$ cat config.mk
export PLATFORM = sky130hd
export DESIGN_NAME = expstate_irq_ctrl
export DESIGN_NICKNAME = d
export VERILOG_FILES = /design/src/rtl/expstate_irq_pkg.sv /design/src/rtl/expstate_edge_det.sv /design/src/rtl/expstate_irq_ctrl.sv
export SDC_FILE = /design/constraint.sdc
export NUM_CORES = 1
export LEC_CHECK = 0
export BUFFER_PORTS_ARGS = -buffer_cell sky130_fd_sc_hd__buf_4
export CORE_ASPECT_RATIO = 0.75
export CORE_MARGIN = 2
export CORE_UTILIZATION = 25
export DETAILED_ROUTE_END_ITERATION = 8
export GPL_ROUTABILITY_DRIVEN = 0
export PLACE_DENSITY_LB_ADDON = 0.15
export SLEW_MARGIN = 10
export SYNTH_ARGS = -nofsm -noshare
export SYNTH_HDL_FRONTEND = slang
export SYNTH_HIERARCHICAL = 1
export SYNTH_SLANG_ARGS = --single-unit
export TNS_END_PERCENT = 20
$ cat constraint.sdc
create_clock -name CLK -period 1.6 [get_ports CLK]
set_clock_uncertainty 0.1 [all_clocks]
set_input_delay 0.08 -clock CLK [delete_from_list [all_inputs] [get_ports CLK]]
set_output_delay 0.08 -clock CLK [all_outputs]
set_load 0.05 [all_outputs]
$ cat src/rtl/expstate_irq_pkg.sv
// rtl/expstate_irq_pkg.sv - shared register map and FSM encoding for the export-state interrupt controller
package expstate_irq_pkg;

  localparam logic [1:0] ADDR_STATUS = 2'd0;
  localparam logic [1:0] ADDR_ENABLE = 2'd1;
  localparam logic [1:0] ADDR_RAW    = 2'd2;
  localparam logic [1:0] ADDR_CTRL   = 2'd3;

  localparam int CTRL_GEN = 0;

  typedef enum logic [1:0] {
    S_IDLE    = 2'd0,
    S_ASSERT  = 2'd1,
    S_HOLDOFF = 2'd2
  } irq_state_e;

endpackage

$ cat src/rtl/expstate_edge_det.sv
// rtl/expstate_edge_det.sv - samples the export state and flags rising edges once armed after reset
module expstate_edge_det #(
  parameter int STATE_W = 32
) (
  input  logic               CLK,
  input  logic               BResetN,
  input  logic [STATE_W-1:0] i_state,
  output logic [STATE_W-1:0] o_state_q,
  output logic [STATE_W-1:0] o_rise
);

  logic [STATE_W-1:0] r_state_q;
  logic               r_armed;

  always_ff @(posedge CLK or negedge BResetN) begin
    if (!BResetN) begin
      r_state_q <= '0;
      r_armed   <= 1'b0;
    end else begin
      r_state_q <= i_state;
      r_armed   <= 1'b1;
    end
  end

  // Until the first post-reset sample, state_q is not a real history, so nothing counts as a rise.
  assign o_rise    = i_state & ~r_state_q & {STATE_W{r_armed}};
  assign o_state_q = r_state_q;

endmodule

$ cat src/rtl/expstate_irq_ctrl.sv
// rtl/expstate_irq_ctrl.sv - latches export-state rises as events and drives a held-off level interrupt to core1
module expstate_irq_ctrl
  import expstate_irq_pkg::*;
#(
  parameter int STATE_W = 32,
  parameter int HOLDOFF = 4
) (
  input  logic               CLK,
  input  logic               BResetN,
  input  logic [STATE_W-1:0] TIE_EXPSTATE,
  input  logic               RegWr,
  input  logic               RegRd,
  input  logic [1:0]         RegAddr,
  input  logic [31:0]        RegWData,
  output logic [31:0]        RegRData,
  output logic               RegAck,
  output logic               BInterruptXX
);

  localparam int CNT_W = (HOLDOFF > 0) ? $clog2(HOLDOFF + 1) : 1;
  localparam logic [CNT_W-1:0] CNT_LOAD = CNT_W'((HOLDOFF > 0) ? HOLDOFF - 1 : 0);

  logic [STATE_W-1:0] w_state_q;
  logic [STATE_W-1:0] w_rise;
  logic [STATE_W-1:0] w_clr;
  logic [31:0]        w_rd_val;
  logic               w_pend;

  logic [STATE_W-1:0] r_status;
  logic [STATE_W-1:0] r_enable;
  logic               r_gen;
  logic [31:0]        r_rdata;
  logic               r_ack;
  logic               r_irq;

  irq_state_e         r_state;
  irq_state_e         w_state_next;
  logic [CNT_W-1:0]   r_cnt;
  logic [CNT_W-1:0]   w_cnt_next;

  expstate_edge_det #(
    .STATE_W (STATE_W)
  ) u_edge_det (
    .CLK       (CLK),
    .BResetN   (BResetN),
    .i_state   (TIE_EXPSTATE),
    .o_state_q (w_state_q),
    .o_rise    (w_rise)
  );

  assign w_clr = (RegWr && (RegAddr == ADDR_STATUS)) ? RegWData[STATE_W-1:0] : '0;

  always_comb begin
    w_rd_val = '0;
    case (RegAddr)
      ADDR_STATUS: w_rd_val[STATE_W-1:0] = r_status;
      ADDR_ENABLE: w_rd_val[STATE_W-1:0] = r_enable;
      ADDR_RAW:    w_rd_val[STATE_W-1:0] = w_state_q;
      ADDR_CTRL:   w_rd_val[CTRL_GEN]    = r_gen;
      default:     w_rd_val              = '0;
    endcase
  end

  always_ff @(posedge CLK or negedge BResetN) begin
    if (!BResetN) begin
      r_status <= '0;
      r_enable <= '0;
      r_gen    <= 1'b0;
      r_rdata  <= '0;
      r_ack    <= 1'b0;
    end else begin
      // A new rise outranks a clear of the same bit, so no event is lost.
      r_status <= (r_status & ~w_clr) | w_rise;
      if (RegWr) begin
        case (RegAddr)
          ADDR_ENABLE: r_enable <= RegWData[STATE_W-1:0];
          ADDR_CTRL:   r_gen    <= RegWData[CTRL_GEN];
          default:     ;
        endcase
      end
      r_ack   <= RegWr | RegRd;
      r_rdata <= (RegRd && !RegWr) ? w_rd_val : '0;
    end
  end

  assign w_pend = r_gen & (|(r_status & r_enable));

  always_ff @(posedge CLK or negedge BResetN) begin
    if (!BResetN) begin
      r_state <= S_IDLE;
      r_cnt   <= '0;
      r_irq   <= 1'b0;
    end else begin
      r_state <= w_state_next;
      r_cnt   <= w_cnt_next;
      r_irq   <= (w_state_next == S_ASSERT);
    end
  end

  always_comb begin
    w_state_next = r_state;
    w_cnt_next   = r_cnt;
    case (r_state)
      S_IDLE: begin
        if (w_pend) w_state_next = S_ASSERT;
      end
      S_ASSERT: begin
        if (!w_pend) begin
          if (HOLDOFF == 0) begin
            w_state_next = S_IDLE;
          end else begin
            w_state_next = S_HOLDOFF;
            w_cnt_next   = CNT_LOAD;
          end
        end
      end
      S_HOLDOFF: begin
        // Leaving straight to ASSERT when an event is waiting keeps the low time at exactly HOLDOFF cycles.
        if (r_cnt == '0) begin
          w_state_next = w_pend ? S_ASSERT : S_IDLE;
        end else begin
          w_cnt_next = r_cnt - CNT_W'(1);
        end
      end
      default: begin
        w_state_next = S_IDLE;
        w_cnt_next   = '0;
      end
    endcase
  end

  assign RegRData     = r_rdata;
  assign RegAck       = r_ack;
  assign BInterruptXX = r_irq;

endmodule
==> reports/results.tsv <==
metric	value	unit
most frequent cells in the layout	buf_4, dfrtp_1, dlygate4sd3_1, nor2_1, nand2_1	
H-Tree Depth	4	
failing checks	setup timing	
vias per inst	4.43	
Power Total	11.1	mW
Clock transition at path regs	0.06	ns
total negative slack	-1.22	ns
status	finished, violations left	
Slew Limit Fails	0	
via count	4709	
final setup margin	-0.276	ns
GRT overflow	0	
Ports	104	
row cnt	48	
Avg WL per Cell	16.9	um
# port buffers	103	
initial antenna violation count	0	
Post-Layout Cell Count	1063	
# clock sinks	137	
crit path kind	reg -> reg	
die height	137	um
largest net degree at the start of global routing	53	
post-route ant nets	0	
Syn Area/Cell	11.9	um2
leakage power	4.34	nW
Peak VDD IR	562	uV
DRT Pass-1 Iters	4	
Post-Route Utilization	0.391	
Clock Latency Late Sink	0.42	ns
deepest clock path buffer count	2	
predominant post-synthesis flop cell	dfrtp_1	
count of final setup violators	6	
Post-Syn Area	5860	um2
die area	24700	um2
PwrDens	1240	nW/um2
Layout area overhead	53.5	%
Critical Path Sink Type	register	
Place WS	-0.288	ns
drc violations	0	
fillers	2242	
hpwl dp	12.8	mm
syn nets	569	
RSZ-0062 raised after global routing	yes	
sequential fraction of the synthesis area	0.585	
postcts setup bufs	0	
Setup crit start kind	register	
WL final	17.9	mm
fmax	0.533	GHz
Fin. Hold Viols	0	
first-pass GRT wire length	28.5	mm
Root Driver	clkbuf_16	
Synth async-reset ratio	1.00	
vias in the first global route	5179	
Num CTS Buffers	17	
Post-synth EDFFs	0	
crit path max fanout	7	
nets	827	
post-synthesis compound-gate area fraction	0.114	
die width	181	um
DP Cell Count	963	
proportion of synthesized area in mux cells	0.124	
Core Area	23000	um2
GRT Util Overall	0.152	
post-synthesis xor/xnor area fraction	0	
number of library cell types mapped by synthesis	41	
CTS tree	done	
Data required, critical path	1.81	ns
min Tclk post-route	1.88	ns
post-synthesis adder-cell area fraction	0.0128	
layout cells sized above 1	0.394	
DR iter-0 viols	140	
number of antenna diodes	0	
Initial Util	0.255	
Synth warnings	6	
Final Cycle Share	1.17	
commonest non-fill, non-tap cell in the layout	buf_4	
largest family of logic cells by synthesized area	simple AND/OR/NAND/NOR gates	
Max Cap Viol	0	
FF+latch count, synth	137	
cell count after synthesis	493	
Critical Path AT	2.09	ns
post-synthesis simple-gate area fraction	0.141	
worst hold path type	in -> reg	
## registers in the layout (all words and copies together) (netlist names)
name / count
BInterruptXX: 1
r_status: 32
u_edge_det/r_armed: 1
r_state: 2
RegRData: 32
RegAck: 1
r_gen: 1
r_enable: 32
u_edge_det/o_state_q: 32
r_cnt: 3
## metal layers
metal / part of all wire / global-route usage
met1: 0.50 / 0.209
met2: 0.45 / 0.240
met3: 0.038 / 0.0349
met4: 0.0074 / 0.0412
met5: 0 / 0
## worst paths after layout
kind / startpoint / end / depth (start not counted) / slack (ns)
max in group asynchronous: BResetN / r_status[27]$_DFF_PN0_ / 3 / 0.70
worst max-delay path: r_status[22]$_DFF_PN0_ / r_cnt[2]$_DFFE_PN0P_ / 6 / -0.28
worst min register to register: r_cnt[2]$_DFFE_PN0P_ / r_cnt[2]$_DFFE_PN0P_ / 1 / 0.42
min in group asynchronous: BResetN / RegRData[29]$_DFF_PN0_ / 2 / 0.06
worst min-delay path: RegAddr[0] / RegRData[15]$_DFF_PN0_ / 4 / 0.03
worst max register to register: r_status[22]$_DFF_PN0_ / r_cnt[2]$_DFFE_PN0P_ / 6 / -0.28
## report_power, final
group	leakage [nW]	switching (mW)	internal (mW)
combinational	2.39	1.34	1.51
sequential	1.65	0.275	3.90
clock	0.292	1.47	2.60
## metrics by stage
step	hold slack, ns	instance area (um2)
5_1_grt	0.0441	8990
6_report	0.0274	8990
3_3_place_gp	-0.0663	7680
3_5_place_dp	-0.0634	7680
4_1_cts	0.00748	8980
2_1_floorplan	-0.316	5860
## kinds of logic after synthesis
group           count (synthesis)
compound gates                 96
fa+ha+maj                       6
buf+inv                        32
flops                         137
mux                            67
other cells                     1
simple gates                  154
## worst max-delay path, stage by stage, from the launching register on
cell and delay [ns]:
dfrtp_1 0.38, a22o_1 0.26, a221oi_2 0.21, and3_4 0.25, a31oi_4 0.13, a211o_1 0.28, a21o_1 0.15
## cell type report
cell class / instances / area (um2) / area share
Tap cell: 300 / 375 / 0.0417
Multi-Input combinational cell: 324 / 2330 / 0.259
Clock inverter: 7 / 115 / 0.0128
Clock buffer: 24 / 492 / 0.0547
Sequential cell: 137 / 3430 / 0.381
Inverter: 7 / 26.3 / 0.00292
Timing Repair Buffer: 264 / 2220 / 0.247
## cell usage after synthesis, types with 2 or more instances
library cell,number,area share
buf_2,7,0.0060
a221oi_2,2,0.0051
nand4_1,2,0.0021
a21oi_1,32,0.027
a22o_1,2,0.0030
and3b_2,32,0.055
a32oi_1,2,0.0030
nand3_1,3,0.0026
mux2_2,32,0.061
a21o_1,34,0.044
mux2i_1,33,0.056
clkbuf_2,3,0.0026
ha_1,6,0.013
nand2_1,37,0.024
buf_1,2,0.0013
clkbuf_1,13,0.0083
a22oi_1,12,0.015
o21ai_0,4,0.0034
nor2b_1,3,0.0032
inv_1,7,0.0045
nor2_1,69,0.044
dfrtp_1,137,0.59
## timing repair
| action | CTS | global route |
|---|---|---|
| hold buffers | 69 | 0 |
| pin swaps | 4 | 3 |
| hold endpoints to repair | 236 | 0 |
| setup endpoints to repair | 6 | 6 |
| gates resized for setup | 1 | 5 |
Note: power is estimated with default switching activity, not from simulation.
